## config.mk

```make
export PLATFORM = sky130hd
export DESIGN_NAME = motion_controller
export DESIGN_NICKNAME = d
export VERILOG_FILES = /design/src/rtl/motion_pkg.sv /design/src/rtl/motion_pi_calc.sv /design/src/rtl/motion_controller.sv
export SDC_FILE = /design/constraint.sdc
export NUM_CORES = 1
export LEC_CHECK = 0
export ABC_AREA = 1
export CAP_MARGIN = 20
export CORE_ASPECT_RATIO = 1.2
export CORE_MARGIN = 4
export CORE_UTILIZATION = 55
export CTS_BUF_LIST = sky130_fd_sc_hd__clkbuf_8
export DETAILED_ROUTE_END_ITERATION = 7
export HOLD_SLACK_MARGIN = 0.1
export PLACE_DENSITY_LB_ADDON = 0.3
export SYNTH_ARGS = -nofsm -noshare
export SYNTH_HDL_FRONTEND = slang
export SYNTH_SLANG_ARGS = --single-unit
```

## constraint.sdc

```tcl
create_clock -name clk -period 4.85 [get_ports clk]
set_input_delay 0.97 -clock clk [delete_from_list [all_inputs] [get_ports clk]]
set_output_delay 0.97 -clock clk [all_outputs]
set_load 0.03 [all_outputs]
```

## src/rtl/motion_pkg.sv

```systemverilog
// rtl/motion_pkg.sv - shared states, pair table constants and saturation helpers for motion_controller
package motion_pkg;

    typedef enum logic [2:0] {
        ST_IDLE,
        ST_SETTLE,
        ST_CNV_R,
        ST_WAIT_R,
        ST_CNV_L,
        ST_WAIT_L,
        ST_NEXT,
        ST_CALC
    } state_e;

    typedef enum logic [1:0] {
        PAIR_IN,
        PAIR_MID,
        PAIR_OUT
    } pair_e;

    localparam logic [2:0] CH_IN_R  = 3'd1;
    localparam logic [2:0] CH_IN_L  = 3'd0;
    localparam logic [2:0] CH_MID_R = 3'd4;
    localparam logic [2:0] CH_MID_L = 3'd2;
    localparam logic [2:0] CH_OUT_R = 3'd3;
    localparam logic [2:0] CH_OUT_L = 3'd7;

    localparam logic [1:0] WSH_IN  = 2'd0;
    localparam logic [1:0] WSH_MID = 2'd1;
    localparam logic [1:0] WSH_OUT = 2'd2;

    function automatic logic signed [11:0] sat12(input logic signed [23:0] x);
        if (x > 24'sd2047) begin
            return 12'sh7ff;
        end else if (x < -24'sd2048) begin
            return 12'sh800;
        end else begin
            return x[11:0];
        end
    endfunction

    function automatic logic signed [10:0] sat11(input logic signed [23:0] x);
        if (x > 24'sd1023) begin
            return 11'sh3ff;
        end else if (x < -24'sd1024) begin
            return 11'sh400;
        end else begin
            return x[10:0];
        end
    endfunction

endpackage

```

## src/rtl/motion_pi_calc.sv

```systemverilog
// rtl/motion_pi_calc.sv - registered PI step: error, saturating integrator, correction and lft/rht duty
module motion_pi_calc
    import motion_pkg::*;
#(
    parameter int KP        = 16,
    parameter int KI        = 4,
    parameter int FWD_SPEED = 480
) (
    input  logic               clk_i,
    input  logic               rst_i,
    input  logic               clr_i,
    input  logic               calc_en_i,
    input  logic signed [15:0] accum_i,
    output logic signed [10:0] lft_o,
    output logic signed [10:0] rht_o
);

    localparam logic signed [23:0] KP_S  = 24'(KP);
    localparam logic signed [23:0] KI_S  = 24'(KI);
    localparam logic signed [23:0] FWD_S = 24'(FWD_SPEED);

    logic signed [11:0] intgrl_q, intgrl_d;
    logic signed [10:0] lft_q, lft_d;
    logic signed [10:0] rht_q, rht_d;
    logic signed [11:0] error;
    logic signed [23:0] accum_w, error_w, intgrl_w, intgrl_new_w;
    logic signed [23:0] prod_p, prod_i, corr;

    always_comb begin
        accum_w      = {{8{accum_i[15]}}, accum_i};
        error        = sat12(accum_w);
        error_w      = {{12{error[11]}}, error};
        intgrl_w     = {{12{intgrl_q[11]}}, intgrl_q};
        intgrl_d     = sat12(intgrl_w + (error_w >>> 4));
        intgrl_new_w = {{12{intgrl_d[11]}}, intgrl_d};
        prod_p       = error_w * KP_S;
        prod_i       = intgrl_new_w * KI_S;
        // Arithmetic shift floors toward minus infinity, so small negative sums round down.
        corr         = (prod_p + prod_i) >>> 8;
        lft_d        = sat11(FWD_S + corr);
        rht_d        = sat11(FWD_S - corr);
    end

    always_ff @(posedge clk_i) begin
        if (rst_i || clr_i) begin
            intgrl_q <= '0;
            lft_q    <= '0;
            rht_q    <= '0;
        end else if (calc_en_i) begin
            intgrl_q <= intgrl_d;
            lft_q    <= lft_d;
            rht_q    <= rht_d;
        end
    end

    assign lft_o = lft_q;
    assign rht_o = rht_q;

endmodule

```

## src/rtl/motion_controller.sv

```systemverilog
// rtl/motion_controller.sv - scans three IR pairs through the A2D and drives PI-corrected motor duty
module motion_controller
    import motion_pkg::*;
#(
    parameter int SETTLE_CYCLES = 4096,
    parameter int KP            = 16,
    parameter int KI            = 4,
    parameter int FWD_SPEED     = 480
) (
    input  logic               clk,
    input  logic               rst,
    input  logic               go,
    input  logic               cnv_cmplt,
    input  logic [11:0]        res,
    output logic               strt_cnv,
    output logic [2:0]         chnnl,
    output logic               IR_in_en,
    output logic               IR_mid_en,
    output logic               IR_out_en,
    output logic signed [10:0] lft,
    output logic signed [10:0] rht
);

    localparam int CNT_W = $clog2(SETTLE_CYCLES + 1);

    state_e             state_q, state_d;
    pair_e              pair_q, pair_d;
    logic [CNT_W-1:0]   cnt_q, cnt_d;
    logic signed [15:0] accum_q, accum_d;
    logic signed [15:0] sample_w;
    logic [2:0]         ch_r, ch_l;
    logic [1:0]         wsh;
    logic               calc_en;
    logic               pi_clr;
    logic               pair_active;

    always_comb begin
        ch_r = CH_IN_R;
        ch_l = CH_IN_L;
        wsh  = WSH_IN;
        case (pair_q)
            PAIR_MID: begin
                ch_r = CH_MID_R;
                ch_l = CH_MID_L;
                wsh  = WSH_MID;
            end
            PAIR_OUT: begin
                ch_r = CH_OUT_R;
                ch_l = CH_OUT_L;
                wsh  = WSH_OUT;
            end
            default: ;
        endcase
        sample_w = $signed({4'b0000, res} << wsh);
    end

    always_comb begin
        state_d = state_q;
        pair_d  = pair_q;
        cnt_d   = '0;
        accum_d = accum_q;
        calc_en = 1'b0;
        case (state_q)
            ST_IDLE: begin
                accum_d = '0;
                pair_d  = PAIR_IN;
                if (go) begin
                    state_d = ST_SETTLE;
                end
            end
            ST_SETTLE: begin
                cnt_d = cnt_q + 1'b1;
                if (cnt_q == CNT_W'(SETTLE_CYCLES - 1)) begin
                    cnt_d   = '0;
                    state_d = ST_CNV_R;
                end
            end
            ST_CNV_R: state_d = ST_WAIT_R;
            ST_WAIT_R: begin
                if (cnv_cmplt) begin
                    accum_d = accum_q + sample_w;
                    state_d = ST_CNV_L;
                end
            end
            ST_CNV_L: state_d = ST_WAIT_L;
            ST_WAIT_L: begin
                if (cnv_cmplt) begin
                    accum_d = accum_q - sample_w;
                    state_d = ST_NEXT;
                end
            end
            ST_NEXT: begin
                case (pair_q)
                    PAIR_IN: begin
                        pair_d  = PAIR_MID;
                        state_d = ST_SETTLE;
                    end
                    PAIR_MID: begin
                        pair_d  = PAIR_OUT;
                        state_d = ST_SETTLE;
                    end
                    default: state_d = ST_CALC;
                endcase
            end
            ST_CALC: begin
                calc_en = 1'b1;
                accum_d = '0;
                pair_d  = PAIR_IN;
                state_d = ST_SETTLE;
            end
            default: state_d = ST_IDLE;
        endcase
        // Dropping go abandons the pass from any state, including a conversion in flight.
        if (!go) begin
            state_d = ST_IDLE;
            pair_d  = PAIR_IN;
            cnt_d   = '0;
            accum_d = '0;
            calc_en = 1'b0;
        end
    end

    always_ff @(posedge clk) begin
        if (rst) begin
            state_q <= ST_IDLE;
            pair_q  <= PAIR_IN;
            cnt_q   <= '0;
            accum_q <= '0;
        end else begin
            state_q <= state_d;
            pair_q  <= pair_d;
            cnt_q   <= cnt_d;
            accum_q <= accum_d;
        end
    end

    always_comb begin
        pair_active = (state_q == ST_SETTLE) || (state_q == ST_CNV_R) || (state_q == ST_WAIT_R)
                   || (state_q == ST_CNV_L) || (state_q == ST_WAIT_L);
        strt_cnv    = (state_q == ST_CNV_R) || (state_q == ST_CNV_L);
        chnnl       = 3'd0;
        if ((state_q == ST_CNV_R) || (state_q == ST_WAIT_R)) begin
            chnnl = ch_r;
        end else if ((state_q == ST_CNV_L) || (state_q == ST_WAIT_L)) begin
            chnnl = ch_l;
        end
        IR_in_en  = pair_active && (pair_q == PAIR_IN);
        IR_mid_en = pair_active && (pair_q == PAIR_MID);
        IR_out_en = pair_active && (pair_q == PAIR_OUT);
    end

    assign pi_clr = !go || (state_q == ST_IDLE);

    motion_pi_calc #(
        .KP        (KP),
        .KI        (KI),
        .FWD_SPEED (FWD_SPEED)
    ) u_pi_calc (
        .clk_i     (clk),
        .rst_i     (rst),
        .clr_i     (pi_clr),
        .calc_en_i (calc_en),
        .accum_i   (accum_q),
        .lft_o     (lft),
        .rht_o     (rht)
    );

endmodule

```

==> results.txt <==
- The run finished with clean final reports.
- Most common cell after layout, fill and taps aside: sky130_fd_sc_hd__nand2_1
- After detailed routing, the number of vias per cell comes to 5.26.
* Die span in y: 118 um
* Number of buffers created by CTS: 9
- The number of cells on the worst reg-to-reg path is 23.
* Mean routed wirelength per cell: 12.0 um
* Final Max Tran Viols: 0
- VDD sags by at most 0.179 mV.
- Die span in x: 99.5 um
- Routability-driven placement congestion ratio: 0.898
- STA puts the critical path data arrival time at 4.77 ns.
* Total number of placement rows: 39
* Number of design-rule violations left by the first detailed-router iteration: 202
- STA puts the critical path data required time at 5.11 ns.
* Nature of the critical path startpoint: flop
- Subtracting the final worst setup slack from the clock period gives 4.51 ns.
- Timing would allow up to 0.222 GHz.
* Worst-case hold path end point: cnt_q[12]$_SDFF_PP0_
- Number of H-tree levels: 3
* Initial antenna violation count: 0
- Of the cells placed in the final design, the portion with a size suffix greater than 1 is 9.12%.
- From synthesis to final layout, the design area changed by 14.1%.
- Die Footprint: 11,700 um2
- For this run, the total global-route usage over all layers was measured as 21.6%.
- Kind of capture point of the worst setup path: flop
- The final layout contains 971 nets.
- Among all flip-flop cells after synthesis, the most frequent one is sky130_fd_sc_hd__dfxtp_1.
- Along the worst path, the maximum fanout reaches 7.
- Portion of the clock cycle consumed by the worst path in the final layout: 93.0%
* Rel. slew slack: 39.7%
* Largest net degree at the start of global routing: 40
* Hold Path Stages: 2
- The path class of the tightest hold or removal check is reg -> reg.
- Summing over every cut layer, the via total after detailed routing is 5,431.
* Antenna fix cells: 0
- The first global-routing pass estimated 21.4 mm of wire.
* I/O pin count: 45
* Crit path setup slack, layout: 0.341 ns
- In the layout the commonest cells are sky130_fd_sc_hd__nand2_1 (224), sky130_fd_sc_hd__inv_1 (118), sky130_fd_sc_hd__nor2_1 (72), sky130_fd_sc_hd__a21oi_1 (66), sky130_fd_sc_hd__dfxtp_1 (65).
- Max-cap viol count: 0
- The number of global-route vias before repair came to 5,069.
- For this design the static power due to leakage is 3.15 nW.
- PortBufs: 42
- Number of setup violations in the final report: 0
- During synthesis, Yosys emitted a total of 0 warnings.
- Clock-pin slew was measured on the worst setup and hold paths at 0.09 ns.
- The initial utilization of the core area, before any placement, comes to 57.2%.
- Post-place setup slack: 0.0578 ns
* Number of nets with antenna violations after detailed routing: 0
- The later pin in the worst-skew pair is clocked with a latency of 0.36 ns.
- The synthesized design contains 0 enable-type register cells.
* Start of the worst register-to-register path: accum_q[14]$_SDFFE_PP0P_
- TritonCTS built the clock tree.
- Total DRC errors in the routed layout: 0
- Tracing the worst setup path back leads to its startpoint at accum_q[14]$_SDFFE_PP0P_.
* Final Routed Wirelength: 12.4 mm
- Global routing finished with a remaining overflow of 0.
- Between clock sinks in the finished design, the worst skew comes to 0.0133 ns.
- After synthesis, the netlist uses 53 different library cells.
- Source of the worst hold timing path: cnt_q[12]$_SDFF_PP0_
* Critical Setup Path Class: reg -> reg
- CTS sink count: 65
- A synthesized cell averages 6.39 um2.
* First-pass DRT Iterations: 5
- Synthesis handed over a netlist of 865 instances.
- Power comes to 1.33 mW.
- Number of buffers on the longest clock path: 2
- Clock tree synthesis selected as its root buffer the cell sky130_fd_sc_hd__clkbuf_8.
* PwrDens: 211 nW/um2
* Tightest Pin Transition: 0.904 ns
- HPWL Detailed: 9.84 mm
- The hold violation count in the final report came to 0.
- Reg2reg setup slack: 0.34 ns
- After synthesis, flip-flops and latches occupy 23.5% of the total area.
* Flops & latches, synth: 65
* Core region area: 9660 um2
* Total standard cell area after synthesis: 5530 um2
- The endpoint identified for the worst register-to-register timing path is u_pi_calc.rht_o[7]$_SDFFE_PP0P_.
* Proportion of synthesized flip-flops having asynchronous set or reset: 0%
## timing repair
action	in CTS	in global routing
hold buffers	0	0
endpoints found under the setup margin	0	10
resized for setup	0	13
buffers inserted	0	2
## where the power goes
part | switching, mW | internal (mW) | total [mW]
sequential | 0.00619 | 0.539 | 0.545
combinational | 0.193 | 0.114 | 0.307
clock | 0.238 | 0.242 | 0.480
total | 0.438 | 0.895 | 1.33
## synthesized netlist by cell type (2+ instances only)
cell type / number / share of area (%)
sky130_fd_sc_hd__nor4_1: 2 / 0.23
sky130_fd_sc_hd__a31oi_1: 6 / 0.68
sky130_fd_sc_hd__nand3_1: 33 / 3.0
sky130_fd_sc_hd__buf_4: 4 / 0.54
sky130_fd_sc_hd__nand2_1: 225 / 15
sky130_fd_sc_hd__nor2_1: 73 / 5.0
sky130_fd_sc_hd__xnor2_1: 10 / 1.6
sky130_fd_sc_hd__o21ai_0: 57 / 5.2
sky130_fd_sc_hd__buf_6: 3 / 0.61
sky130_fd_sc_hd__nand3b_1: 4 / 0.54
sky130_fd_sc_hd__o22ai_1: 5 / 0.57
sky130_fd_sc_hd__xor2_1: 20 / 3.2
sky130_fd_sc_hd__inv_2: 13 / 0.88
sky130_fd_sc_hd__fa_1: 2 / 0.72
sky130_fd_sc_hd__a21oi_1: 69 / 6.2
sky130_fd_sc_hd__clkbuf_1: 15 / 1.0
sky130_fd_sc_hd__ha_1: 48 / 11
sky130_fd_sc_hd__o21bai_1: 2 / 0.27
sky130_fd_sc_hd__buf_2: 2 / 0.18
sky130_fd_sc_hd__nand2_2: 11 / 1.2
sky130_fd_sc_hd__o21ai_1: 6 / 0.54
sky130_fd_sc_hd__nand3_2: 3 / 0.54
sky130_fd_sc_hd__o211ai_1: 6 / 0.81
sky130_fd_sc_hd__o21ai_2: 2 / 0.32
sky130_fd_sc_hd__inv_1: 118 / 8.0
sky130_fd_sc_hd__nand2_4: 3 / 0.61
sky130_fd_sc_hd__or2_2: 3 / 0.34
sky130_fd_sc_hd__nor2_2: 3 / 0.34
sky130_fd_sc_hd__mux2i_1: 4 / 0.72
sky130_fd_sc_hd__nand4_1: 11 / 1.2
sky130_fd_sc_hd__a211oi_1: 5 / 0.68
sky130_fd_sc_hd__nor3_1: 11 / 1.0
sky130_fd_sc_hd__dfxtp_1: 65 / 24
sky130_fd_sc_hd__nor3b_1: 2 / 0.27
## through the flow
| step | utilization (%) | cells | hold WS [ns] | setup TNS, ns | area (um2) |
|---|---|---|---|---|---|
| 2_1_floorplan | - | 866 | 0.424 | 0 | 5530 |
| 3_3_place_gp | 62.6 | 1015 | 0.434 | 0 | 6050 |
| 3_5_place_dp | 62.6 | 1015 | 0.440 | 0 | 6050 |
| 4_1_cts | 64.7 | 1031 | 0.454 | 0 | 6250 |
| 5_1_grt | 65.3 | 1033 | 0.478 | -0.0538 | 6310 |
| 6_report | 65.3 | 1033 | 0.447 | 0 | 6310 |
## area by class of cell
class                      count  area [um2]
multi-input combinational    645        3660
fill                         891        3350
sequential                    65        1300
timing repair buffer          53         503
inverter                     131         492
tap                          123         154
clock buffer                   9         124
clock inverter                 7        77.6
## critical path: stages (launching register included)
cell and delay (ns):
sky130_fd_sc_hd__dfxtp_1 0.36, sky130_fd_sc_hd__o41ai_2 0.40, sky130_fd_sc_hd__buf_4 0.21, sky130_fd_sc_hd__nand2_1 0.10, sky130_fd_sc_hd__ha_1 0.34, sky130_fd_sc_hd__a21oi_1 0.16
sky130_fd_sc_hd__nand2_1 0.16, sky130_fd_sc_hd__a21oi_2 0.19, sky130_fd_sc_hd__o21bai_1 0.11, sky130_fd_sc_hd__or2_2 0.28, sky130_fd_sc_hd__nand3_1 0.10, sky130_fd_sc_hd__nand2_1 0.07
sky130_fd_sc_hd__ha_1 0.35, sky130_fd_sc_hd__a21oi_2 0.22, sky130_fd_sc_hd__nor2_1 0.07, sky130_fd_sc_hd__a2111oi_2 0.32, sky130_fd_sc_hd__nand2_2 0.15, sky130_fd_sc_hd__xor2_4 0.18
sky130_fd_sc_hd__buf_4 0.15, sky130_fd_sc_hd__ha_1 0.21, sky130_fd_sc_hd__nand3_2 0.09, sky130_fd_sc_hd__nand2_1 0.05, sky130_fd_sc_hd__nor2_1 0.10, sky130_fd_sc_hd__nor2_1 0.04
## sequential cells by signal, summed over array words and instances (netlist names)
name,count
pair_q,2
u_pi_calc.intgrl_q,12
accum_q,16
state_q,3
cnt_q,13
u_pi_calc.rht_o,10
u_pi_calc.lft_o,9
## cell families (layout without fill, tap and decap cells)
logic type | count (synthesis) | in the layout | share of synthesized area, %
flip-flops | 65 | 65 | 23.5
XOR/XNOR | 32 | 32 | 5.54
AO/OA/AOI/OAI | 169 | 169 | 16.9
buffers and inverters | 156 | 200 | 11.3
other | 1 | 2 | 0.0678
multiplexers | 4 | 4 | 0.724
adder cells (fa/ha/maj) | 50 | 50 | 11.6
AND/OR/NAND/NOR | 388 | 388 | 30.3
## worst max-delay path by stage
stage / to / slack [ns] / depth (start not counted)
floorplan: u_pi_calc.lft_o[7]$_SDFFE_PP0P_ / 0.004 / 29
global placement: accum_q[15]$_SDFFE_PP0P_ / 0.19 / 24
detailed placement: u_pi_calc.lft_o[7]$_SDFFE_PP0P_ / 0.06 / 26
CTS: u_pi_calc.lft_o[7]$_SDFFE_PP0P_ / 0.03 / 26
global route: u_pi_calc.lft_o[7]$_SDFFE_PP0P_ / -0.05 / 29
finish: u_pi_calc.rht_o[7]$_SDFFE_PP0P_ / 0.34 / 23
## per-layer routing
layer  wire (um)  GRT usage, %
met2        6320          39.6
met1        5390          24.7
met4         277          7.34
met3         440          3.91
met5           0             0
(Power assumes the default switching activity.)
